[src/rtl/prog_loader_if.sv]
`default_nettype none
// ============================================================================
// Module      : prog_loader_if
// Description : Signal bundle between the host link / program memory / core
//               side and the serial program-memory loader.
//               master : host side (drives the serial link, observes status)
//               slave  : loader side (consumes the link, drives memory/status)
//   load_en      host load window, level-sensitive
//   bit_valid    sdata valid this cycle
//   sdata        serial opcode bit, LSB first
//   prog_we      one-cycle write strobe to program memory
//   prog_addr    write address
//   prog_data    write data
//   cpu_hold     holds the core in reset while high
//   busy / done  loader is shifting / load window finished
//   err_partial  sticky: window closed mid-word
//   err_ovf      sticky: bits offered after memory full
//   word_cnt     words written this load
//   checksum     sum of written words, mod 2^OPCODE_W
// Revision    : 1.0 - initial release
// ============================================================================
interface prog_loader_if #(
  parameter int OPCODE_W = 14,
  parameter int ADDR_W   = 11
);
  logic                load_en;
  logic                bit_valid;
  logic                sdata;
  logic                prog_we;
  logic [ADDR_W-1:0]   prog_addr;
  logic [OPCODE_W-1:0] prog_data;
  logic                cpu_hold;
  logic                busy;
  logic                done;
  logic                err_partial;
  logic                err_ovf;
  logic [ADDR_W:0]     word_cnt;
  logic [OPCODE_W-1:0] checksum;

  modport master (
    output load_en, bit_valid, sdata,
    input  prog_we, prog_addr, prog_data, cpu_hold, busy, done,
           err_partial, err_ovf, word_cnt, checksum
  );

  modport slave (
    input  load_en, bit_valid, sdata,
    output prog_we, prog_addr, prog_data, cpu_hold, busy, done,
           err_partial, err_ovf, word_cnt, checksum
  );
endinterface
`default_nettype wire

[src/rtl/prog_loader.sv]
`default_nettype none
// ============================================================================
// Module      : prog_loader
// Description : Serial program-memory loader. Shifts opcodes in LSB first,
//               writes each completed word to program memory with a one-cycle
//               strobe, holds the core while loading, and reports word count,
//               running checksum and sticky error flags.
// Ports       : clk    system clock, rising edge
//               reset  asynchronous, active-low
//               bus    prog_loader_if.slave (serial link, memory write port,
//                      core hold and status outputs)
// Revision    : 1.0 - initial release
// ============================================================================
module prog_loader #(
  parameter int OPCODE_W = 14,
  parameter int ADDR_W   = 11,
  parameter int DEPTH    = 2048
) (
  input  logic         clk,
  input  logic         reset,
  prog_loader_if.slave bus
);

  localparam int                  c_cnt_w     = (OPCODE_W > 1) ? $clog2(OPCODE_W) : 1;
  localparam logic [c_cnt_w-1:0]  c_last_bit  = c_cnt_w'(OPCODE_W - 1);
  localparam logic [ADDR_W-1:0]   c_last_addr = ADDR_W'(DEPTH - 1);

  typedef enum logic [1:0] {
    ST_IDLE  = 2'd0,
    ST_SHIFT = 2'd1,
    ST_DONE  = 2'd2
  } state_t;

  state_t              state_q,       state_d;
  logic [OPCODE_W-1:0] shreg_q,       shreg_d;
  logic [c_cnt_w-1:0]  bit_cnt_q,     bit_cnt_d;
  logic                prog_we_q,     prog_we_d;
  logic [ADDR_W-1:0]   prog_addr_q,   prog_addr_d;
  logic [OPCODE_W-1:0] prog_data_q,   prog_data_d;
  logic                cpu_hold_q,    cpu_hold_d;
  logic                busy_q,        busy_d;
  logic                done_q,        done_d;
  logic                err_partial_q, err_partial_d;
  logic                err_ovf_q,     err_ovf_d;
  logic [ADDR_W:0]     word_cnt_q,    word_cnt_d;
  logic [OPCODE_W-1:0] checksum_q,    checksum_d;
  // Last address has been written; leave SHIFT once its strobe cycle ends.
  logic                full_q,        full_d;

  logic [OPCODE_W-1:0] w_word;

  always_ff @(posedge clk or negedge reset) begin
    if (!reset) begin
      state_q       <= ST_IDLE;
      shreg_q       <= '0;
      bit_cnt_q     <= '0;
      prog_we_q     <= 1'b0;
      prog_addr_q   <= '0;
      prog_data_q   <= '0;
      cpu_hold_q    <= 1'b0;
      busy_q        <= 1'b0;
      done_q        <= 1'b0;
      err_partial_q <= 1'b0;
      err_ovf_q     <= 1'b0;
      word_cnt_q    <= '0;
      checksum_q    <= '0;
      full_q        <= 1'b0;
    end else begin
      state_q       <= state_d;
      shreg_q       <= shreg_d;
      bit_cnt_q     <= bit_cnt_d;
      prog_we_q     <= prog_we_d;
      prog_addr_q   <= prog_addr_d;
      prog_data_q   <= prog_data_d;
      cpu_hold_q    <= cpu_hold_d;
      busy_q        <= busy_d;
      done_q        <= done_d;
      err_partial_q <= err_partial_d;
      err_ovf_q     <= err_ovf_d;
      word_cnt_q    <= word_cnt_d;
      checksum_q    <= checksum_d;
      full_q        <= full_d;
    end
  end

  always_comb begin
    state_d       = state_q;
    shreg_d       = shreg_q;
    bit_cnt_d     = bit_cnt_q;
    prog_we_d     = 1'b0;
    prog_addr_d   = prog_addr_q;
    prog_data_d   = prog_data_q;
    err_partial_d = err_partial_q;
    err_ovf_d     = err_ovf_q;
    word_cnt_d    = word_cnt_q;
    checksum_d    = checksum_q;
    full_d        = full_q;

    // Shift register with the currently offered bit merged in at bit_cnt.
    w_word            = shreg_q;
    w_word[bit_cnt_q] = bus.sdata;

    // The address advances as the strobe drops, so it stays stable for the
    // whole strobe cycle. The last address is held once reached.
    if (prog_we_q && (prog_addr_q != c_last_addr)) begin
      prog_addr_d = prog_addr_q + ADDR_W'(1);
    end

    case (state_q)
      ST_IDLE: begin
        if (bus.load_en) begin
          state_d       = ST_SHIFT;
          shreg_d       = '0;
          bit_cnt_d     = '0;
          prog_addr_d   = '0;
          err_partial_d = 1'b0;
          err_ovf_d     = 1'b0;
          word_cnt_d    = '0;
          checksum_d    = '0;
          full_d        = 1'b0;
        end
      end

      ST_SHIFT: begin
        if (!bus.load_en) begin
          // Window closed: any bit offered now is ignored, partial word lost.
          state_d   = ST_DONE;
          shreg_d   = '0;
          bit_cnt_d = '0;
          if (bit_cnt_q != '0) begin
            err_partial_d = 1'b1;
          end
        end else if (full_q) begin
          // Strobe for the last address has just been issued.
          state_d = ST_DONE;
          if (bus.bit_valid) begin
            err_ovf_d = 1'b1;
          end
        end else if (bus.bit_valid) begin
          if (bit_cnt_q == c_last_bit) begin
            prog_data_d = w_word;
            prog_we_d   = 1'b1;
            shreg_d     = '0;
            bit_cnt_d   = '0;
            checksum_d  = checksum_q + w_word;
            word_cnt_d  = word_cnt_q + (ADDR_W + 1)'(1);
            if (prog_addr_q == c_last_addr) begin
              full_d = 1'b1;
            end
          end else begin
            shreg_d   = w_word;
            bit_cnt_d = bit_cnt_q + c_cnt_w'(1);
          end
        end
      end

      ST_DONE: begin
        if (!bus.load_en) begin
          state_d = ST_IDLE;
        end else if (bus.bit_valid) begin
          err_ovf_d = 1'b1;
        end
      end

      default: begin
        state_d = ST_IDLE;
      end
    endcase

    // Status outputs are registered copies of the next state.
    cpu_hold_d = (state_d != ST_IDLE);
    busy_d     = (state_d == ST_SHIFT);
    done_d     = (state_d == ST_DONE);
  end

  assign bus.prog_we     = prog_we_q;
  assign bus.prog_addr   = prog_addr_q;
  assign bus.prog_data   = prog_data_q;
  assign bus.cpu_hold    = cpu_hold_q;
  assign bus.busy        = busy_q;
  assign bus.done        = done_q;
  assign bus.err_partial = err_partial_q;
  assign bus.err_ovf     = err_ovf_q;
  assign bus.word_cnt    = word_cnt_q;
  assign bus.checksum    = checksum_q;

endmodule
`default_nettype wire

[src/flat_wrapper.sv]
// flat-port wrapper written by rule: the top's interface ports become plain ports
module prog_loader_flat 
#(
  parameter int OPCODE_W = 14,
  parameter int ADDR_W   = 11,
  parameter int DEPTH    = 2048
)
  (clk, reset, bus_load_en, bus_bit_valid, bus_sdata, bus_prog_we, bus_prog_addr, bus_prog_data, bus_cpu_hold, bus_busy, bus_done, bus_err_partial, bus_err_ovf, bus_word_cnt, bus_checksum);
  prog_loader_if #(.OPCODE_W(OPCODE_W), .ADDR_W(ADDR_W)) bus_i ();
  input  logic clk;
  input  logic reset;
  input wire logic [$bits(bus_i.load_en)-1:0] bus_load_en;
  input wire logic [$bits(bus_i.bit_valid)-1:0] bus_bit_valid;
  input wire logic [$bits(bus_i.sdata)-1:0] bus_sdata;
  output wire logic [$bits(bus_i.prog_we)-1:0] bus_prog_we;
  output wire logic [$bits(bus_i.prog_addr)-1:0] bus_prog_addr;
  output wire logic [$bits(bus_i.prog_data)-1:0] bus_prog_data;
  output wire logic [$bits(bus_i.cpu_hold)-1:0] bus_cpu_hold;
  output wire logic [$bits(bus_i.busy)-1:0] bus_busy;
  output wire logic [$bits(bus_i.done)-1:0] bus_done;
  output wire logic [$bits(bus_i.err_partial)-1:0] bus_err_partial;
  output wire logic [$bits(bus_i.err_ovf)-1:0] bus_err_ovf;
  output wire logic [$bits(bus_i.word_cnt)-1:0] bus_word_cnt;
  output wire logic [$bits(bus_i.checksum)-1:0] bus_checksum;
  assign bus_i.load_en = bus_load_en;
  assign bus_i.bit_valid = bus_bit_valid;
  assign bus_i.sdata = bus_sdata;
  assign bus_prog_we = bus_i.prog_we;
  assign bus_prog_addr = bus_i.prog_addr;
  assign bus_prog_data = bus_i.prog_data;
  assign bus_cpu_hold = bus_i.cpu_hold;
  assign bus_busy = bus_i.busy;
  assign bus_done = bus_i.done;
  assign bus_err_partial = bus_i.err_partial;
  assign bus_err_ovf = bus_i.err_ovf;
  assign bus_word_cnt = bus_i.word_cnt;
  assign bus_checksum = bus_i.checksum;
  prog_loader #(.OPCODE_W(OPCODE_W), .ADDR_W(ADDR_W), .DEPTH(DEPTH)) u_core (.clk(clk), .reset(reset), .bus(bus_i));
endmodule
[config.mk]
export PLATFORM = sky130hd
export DESIGN_NAME = prog_loader_flat
export DESIGN_NICKNAME = d
export VERILOG_FILES = /design/src/rtl/prog_loader_if.sv /design/src/rtl/prog_loader.sv /design/src/flat_wrapper.sv
export SDC_FILE = /design/constraint.sdc
export NUM_CORES = 1
export LEC_CHECK = 0
export CORE_MARGIN = 1
export CORE_UTILIZATION = 51
export CTS_BUF_LIST = sky130_fd_sc_hd__clkbuf_4 sky130_fd_sc_hd__clkbuf_8
export DETAILED_ROUTE_END_ITERATION = 7
export HOLD_SLACK_MARGIN = 0.05
export PLACE_DENSITY = 0.9
export SLEW_MARGIN = 0
export SYNTH_ARGS = -nofsm -noshare
export SYNTH_HDL_FRONTEND = slang
export SYNTH_SLANG_ARGS = --single-unit
[constraint.sdc]
create_clock -name clk -period 2.75 [get_ports clk]
set_input_delay 0.275 -clock clk [delete_from_list [all_inputs] [get_ports clk]]
set_output_delay 0.275 -clock clk [all_outputs]
set_load 0.02 [all_outputs]
---- After elaboration in Yosys (flattened, before gate mapping) ----
Index checks and enable logic that the tools add are counted.
W data, S select, Z words.
word-level totals
  word-level logic and storage cells ...... 106
  input bits .............................. 5
  output and inout port bits .............. 57
  flip-flop bits (word level) ............. 78
operators by class
  reduce and logical (&&, ||, !) cells .... 13
  magnitude comparators ................... 2
  bitwise logic cells ..................... 1
  add/subtract/negate cells ............... 4
  multiplexer cells ....................... 54
  equal/unequal tests ..................... 18
operators by type and width
  kind                     number
  $mux W14                 9
  $mux W12                 5
  $pmux W14 S2             2
  $mux W11                 3
  $pmux W12 S2             1
  $mux W4                  5
  $mux W1                  18
  $add A14 B14 Y14         1
  $bwmux W14               1
  $add A12 B1 Y12 const B  1
  $ne A2 B2 Y1 const B     6
  $add A11 B1 Y11 const B  1
  $eq A11 B11 Y1 const B   1
  $ne A11 B11 Y1 const B   1
  $reduce_and A5 Y1        2
  $mux W2                  4
  $pmux W4 S2              1
  $reduce_and A4 Y1        2
  $ne A2 B1 Y1 const B     3
  $ne A3 B3 Y1 const B     2
  $pmux W2 S3              1
  $reduce_and A6 Y1        1
  $lt A4 B5 Y1 const B     1
  $add A4 B1 Y4 const B    1
  14 further kinds         19

---- Longest topological paths before layout ----
  depth in word-level cells ............... 11
  gate-level depth with buffers ........... 13
  mapped depth without buffers ............ 11

---- Worst setup path after synthesis ----
OpenSTA, ideal clock, no wires.
  kind .................................... reg-to-reg
  from .................................... reg u_core.bit_cnt_q[0]
  to ...................................... reg u_core.checksum_q[12], in the netlist u_core.bus.checksum[12]
  setup slack ............................. -291 ps
  buffers on the path ..................... 1
  arrival time ............................ 2920 ps
  cell stages (with the launch flop) ...... 13
  required time ........................... 2629 ps
  clock period less this slack ............ 3041 ps
  library setup time ...................... 121 ps
  cells stage by stage .................... dfrtp_1 > clkbuf_1 > nor4_1 > mux2i_1 > inv_1 > ha_1 > fa_1 > nand3_1 > nand2_1 > a31oi_1 > o221ai_1 > xor2_1 > a22o_1
on the way
  cells in the longest elaborated chain, start to end .. 11
RTL lines
  what                                                                line                RTL
  start, declared                                                     prog_loader.sv:36   logic [c_cnt_w-1:0] bit_cnt_q, bit_cnt_d;
  start signal, assigned                                              prog_loader.sv:71   bit_cnt_q <= bit_cnt_d;
  $lt A4 B5 Y1 (not written as such) or $ge A4 B1 Y1 (tied branches)  prog_loader.sv:101  w_word[bit_cnt_q] = bus.sdata;
  $logic_and A1 B1 Y1 (not written as such)                           prog_loader.sv:101
  $mux W1 (not written as such)                                       prog_loader.sv:101
  $demux W1 S4 (*)                                                    -
  $bwmux W14 (*)                                                      prog_loader.sv:101
  via u_core.w_word[0]                                                prog_loader.sv:50   logic [OPCODE_W-1:0] w_word;
  $add A14 B14 Y14 (*)                                                prog_loader.sv:145  checksum_d = checksum_q + w_word;
  $mux W14 (*)                                                        prog_loader.sv:140  if (bit_cnt_q == c_last_bit) begin
  $mux W14 (*)                                                        prog_loader.sv:139  end else if (bus.bit_valid) begin
  $mux W14 (*)                                                        prog_loader.sv:133  end else if (full_q) begin
  $mux W14 (*)                                                        prog_loader.sv:125  if (!bus.load_en) begin
  $pmux W14 S2 (*)                                                    prog_loader.sv:109  case (state_q)
  end signal, assigned                                                prog_loader.sv:81   checksum_q <= checksum_d;
  end, declared                                                       prog_loader.sv:46   logic [OPCODE_W-1:0] checksum_q, checksum_d;
The timed path passes the listed nets; every way through them passes the cells marked *. The select of a mux whose other input is x is not followed.
A chain may end at the register's enable or synchronous reset.

---- Worst setup path in the final report ----
  from .................................... reg u_core.bit_cnt_q[0]
  to ...................................... reg u_core.checksum_q[13], in the netlist u_core.bus.checksum[13]
The elaborated chain is that of the path after synthesis.

==> results.tsv <==
stage	metric	value	unit
clocking	H-tree depth	3	
global_route	met1 GRT Util	0.362	
timing	post-route setup slack	-0.165	ns
pwr	internal cell power	2140	uW
setup_path	crit end category	flop	
layout	Syn-to-layout area delta	41.5	%
synthesis	post-synthesis simple-gate area fraction	0.187	
placement	routability cong.	0.954	
layout	filler instances	460	
synthesis	Syn Std Cell Area	4080	um2
global_route	met2 Use GR	0.467	
setup_path	capture point of the worst reg-to-reg path	u_core.bus.checksum[13]$_DFFE_PN0P_	
synthesis	Post-synth EDFFs	0	
clocking	Clock Path Buffers	2	
layout	share of layout cells above drive strength 1	0.241	
synthesis	post-synthesis sequential area ratio	0.472	
synthesis	Compound-Gate Fraction of Synth Area	0.140	
setup_path	max incr delay on CP	0.48	ns
die	core area	7730	um2
global_route	grt peak-use layer	met2	
setup_path	Data arrival, critical path	3.18	ns
setup_path	reg2reg setup slack	-0.16	ns
timing	Tmin final	2.91	ns
setup_path	reg-to-reg startpoint	u_core.bit_cnt_q[0]$_DFFE_PN0P_	
clocking	latest clock arrival within the worst-skew pair	0.35	ns
pwr	part of the power in registers	0.392	
die	Die W	91.5	um
setup_path	CP Cell Sequence	nand2b_2 -> nor3_2 -> mux2i_1 -> inv_1 -> ha_1 -> nand3_2 -> a21oi_4 -> o21bai_4 -> and4_1 -> or4b_1 -> o211ai_1	
route	wire per inst	17.3	um
timing	final setup fails	5	
global_route	GRT Total Usage	0.281	
route	WL final	11.6	mm
synthesis	Syn Nets	459	
synthesis	Mapped Avg Cell Area	9.43	um2
route	via/cell ratio	5.84	
synthesis	synth top area cells	dfrtp_1 47%, ha_1 6.1%, nor2_1 5.1%, nand2_1 3.7%, o21ai_0 3.3%	
layout	most frequent cells in the layout	73 x dfrtp_1, 71 x buf_4, 60 x clkdlybuf4s50_1	
worst_hold_path	Min-Delay Path Class	in -> async	
synthesis	xor/xnor share of the synthesized area	0.0579	
synthesis	adder-cell area share of the yosys netlist	0.0662	
die	Die Span Y	91.5	um
die	# IOs	62	
setup_path	Worst Path Required	3.02	ns
timing	worst relative slew slack	0.476	
setup_path	number of cells on the critical path	11	
die	num rows	32	
placement	IO Port Bufs	61	
placement	cell area after placement	5240	um2
status	failing checks	negative setup slack	
timing	period utilisation layout	1.06	
timing	Max Freq	0.343	GHz
synthesis	Netlist cell types	45	
setup_path	Top Family by Delay on Critical Path	simple AND/OR/NAND/NOR gates	
timing	Clock Skew	0.0134	ns
timing	Fin. Hold Viols	0	
setup_path	r2r worst-path depth	11	
setup_path	slowest cell on the critical path	or4b_1	
global_route	vias in the first global route	3838	
setup_path	Worst Path Max Fanout	7	
timing	worst-margin pin slew	0.784	ns
synthesis	Yosys top cell by area	dfrtp_1	
global_route	first-pass GRT wire length	18.6	mm
pwr	Clock Power Share	0.294	
clocking	cell chosen for the clock root	clkbuf_8	
route	DRT Pass-1 Iters	6	
clocking	Worst-path clk slew	0.09	ns
pwr	Switching Share	0.339	
placement	dpl hpwl	7.30	mm
route	DRC violations left	0	
route	routed vias	3910	
layout	area taken by multi-input logic gates	2220	um2
synthesis	Top FF cell, synth	dfrtp_1	
global_route	largest net degree at the start of global routing	30	
layout	final-stage net count	589	
pwr	Pwr Density	560	nW/um2
synthesis	largest family of logic cells by synthesized area	simple AND/OR/NAND/NOR gates	
route	DRT iter0 DRCs	262	
setup_path	worst path bufs/invs	1	
synthesis	ys async rst share	1.00	
synthesis	Syn. warnings	0	
layout	diode count	0	
die	area of the die	8370	um2
global_route	initial antenna violation count	0	
clocking	clock sink total	77	
synthesis	Yosys top cell area share	0.472	
layout	commonest non-fill, non-tap cell in the layout	dfrtp_1	
layout	FF/Latch Area	1930	um2
layout	cell area after layout	5780	um2
timing	max-slew violations	0	
pwr	Max VDD drop	350	uV
route	antenna-violating nets left	0	
die	Starting Density	0.528	
synthesis	Syn Inst Count	433	
setup_path	critical path launch point type	flop	
clocking	TritonCTS Buffers	9	
status	run status	complete, but fails checks	
synthesis	mux contribution to synthesized area	0.0346	
clocking	TritonCTS clock tree	built	
layout	Core Util, Final	0.748	
synthesis	#FFs+latches synth	77	
global_route	GR Util met3	0.0410	
timing	RSZ-0062 raised after global routing	yes	
flow_run	Max-Cap Viols	0	
pwr	Comb pwr share	0.314	
global_route	total grt overflow	0	
pwr	Sw Pwr	1100	uW
pwr	leakage	0.00270	uW
setup_path	critical path class	reg -> reg	
how the worst max path moves through the flow:
| stage | start | slack (ns) | endpoint |
|---|---|---|---|
| after floorplan | u_core.bit_cnt_q[2]$_DFFE_PN0P_ | -0.001 | u_core.bus.checksum[13]$_DFFE_PN0P_ |
| after global placement | bus_sdata | -0.07 | u_core.bus.checksum[13]$_DFFE_PN0P_ |
| after detailed placement | u_core.bit_cnt_q[0]$_DFFE_PN0P_ | -0.17 | u_core.bus.checksum[13]$_DFFE_PN0P_ |
| after CTS | u_core.bit_cnt_q[3]$_DFFE_PN0P_ | -0.13 | u_core.bus.checksum[13]$_DFFE_PN0P_ |
| after global routing | u_core.bit_cnt_q[0]$_DFFE_PN0P_ | -0.30 | u_core.bus.checksum[13]$_DFFE_PN0P_ |
| final | u_core.bit_cnt_q[0]$_DFFE_PN0P_ | -0.16 | u_core.bus.checksum[13]$_DFFE_PN0P_ |
cell type report:
class | instances | area share
Clock inverter | 6 | 0.0149
Tap cell | 102 | 0.0221
Clock buffer | 10 | 0.0227
Multi-Input combinational cell | 314 | 0.384
Sequential cell | 77 | 0.334
Inverter | 24 | 0.0156
Timing Repair Buffer | 137 | 0.207
Yosys cell counts (7+ instances only):
cell,count
o21ai_0,27
a31oi_1,7
dfrtp_1,77
nor2_1,56
nand3_1,13
ha_1,20
nand4_1,8
a22o_1,10
xor2_1,13
clkbuf_1,13
xnor2_1,14
mux2i_1,13
a21oi_1,24
nor3_1,13
nand2_1,40
inv_1,24
flip-flops by register name (all words and copies together), names as in the netlist:
signal and count:
u_core.bus.done 1, u_core.bus.cpu_hold 1, u_core.bus.word_cnt 12, u_core.bus.prog_addr 11, u_core.bus.busy 1, u_core.bus.checksum 14, u_core.shreg_q 13, u_core.bus.prog_we 1
u_core.bus.err_ovf 1, u_core.bus.err_partial 1, u_core.full_q 1, u_core.state_q 2, u_core.bit_cnt_q 4, u_core.bus.prog_data 14
routing by layer:
metal / wire length, um / part of all wire
met1: 4730 / 0.41
met2: 5760 / 0.50
met3: 682 / 0.059
met4: 401 / 0.035
met5: 0 / 0
power by group through the flow:
stage / Combinational [uW] / Sequential [uW] / Clock [uW]
floorplan: 512 / 1310 / 0
global placement: 824 / 1280 / 0
detailed placement: 863 / 1290 / 0
CTS: 944 / 1260 / 957
global route: 1090 / 1280 / 1010
finish: 1020 / 1270 / 951
repair_timing:
item	CTS	global route
setup endpoints to repair	5	9
pin swaps	8	12
resized for setup	16	20
buffers inserted	15	5
hold buffers	1	0
endpoints found under the hold margin	24	0
worst reg2reg max path: cells and delay by family (launching register included):
family	cells	cell delay [ns]
simple gates	5	1.20
flops	1	0.46
compound gates	3	0.46
fa+ha+maj	1	0.37
mux	1	0.29
buf+inv	1	0.08
through the flow:
stage	hold WS, ns	setup TNS, ns	worst slack (ns)	instances	power [uW]
after floorplan	-0.0206	-0.000989	-0.000989	433	1820
after global placement	0.286	-0.134	-0.0714	633	2110
after detailed placement	0.292	-0.502	-0.171	633	2150
after CTS	0.444	-0.142	-0.127	665	3160
after global routing	0.479	-1.45	-0.302	670	3380
final	0.435	-0.322	-0.165	670	3240
logic make-up (layout without fill, tap and decap cells):
| family | count (synthesis) | after routing |
|---|---|---|
| buffers and inverters | 42 | 177 |
| AOI/OAI and AO/OA | 91 | 91 |
| and+or+nand+nor | 161 | 161 |
| muxes | 14 | 14 |
| xor gates and xnor gates | 27 | 27 |
| DFF | 77 | 77 |
| adders and majority gates | 21 | 21 |
Power figures use the tool's default switching activity.
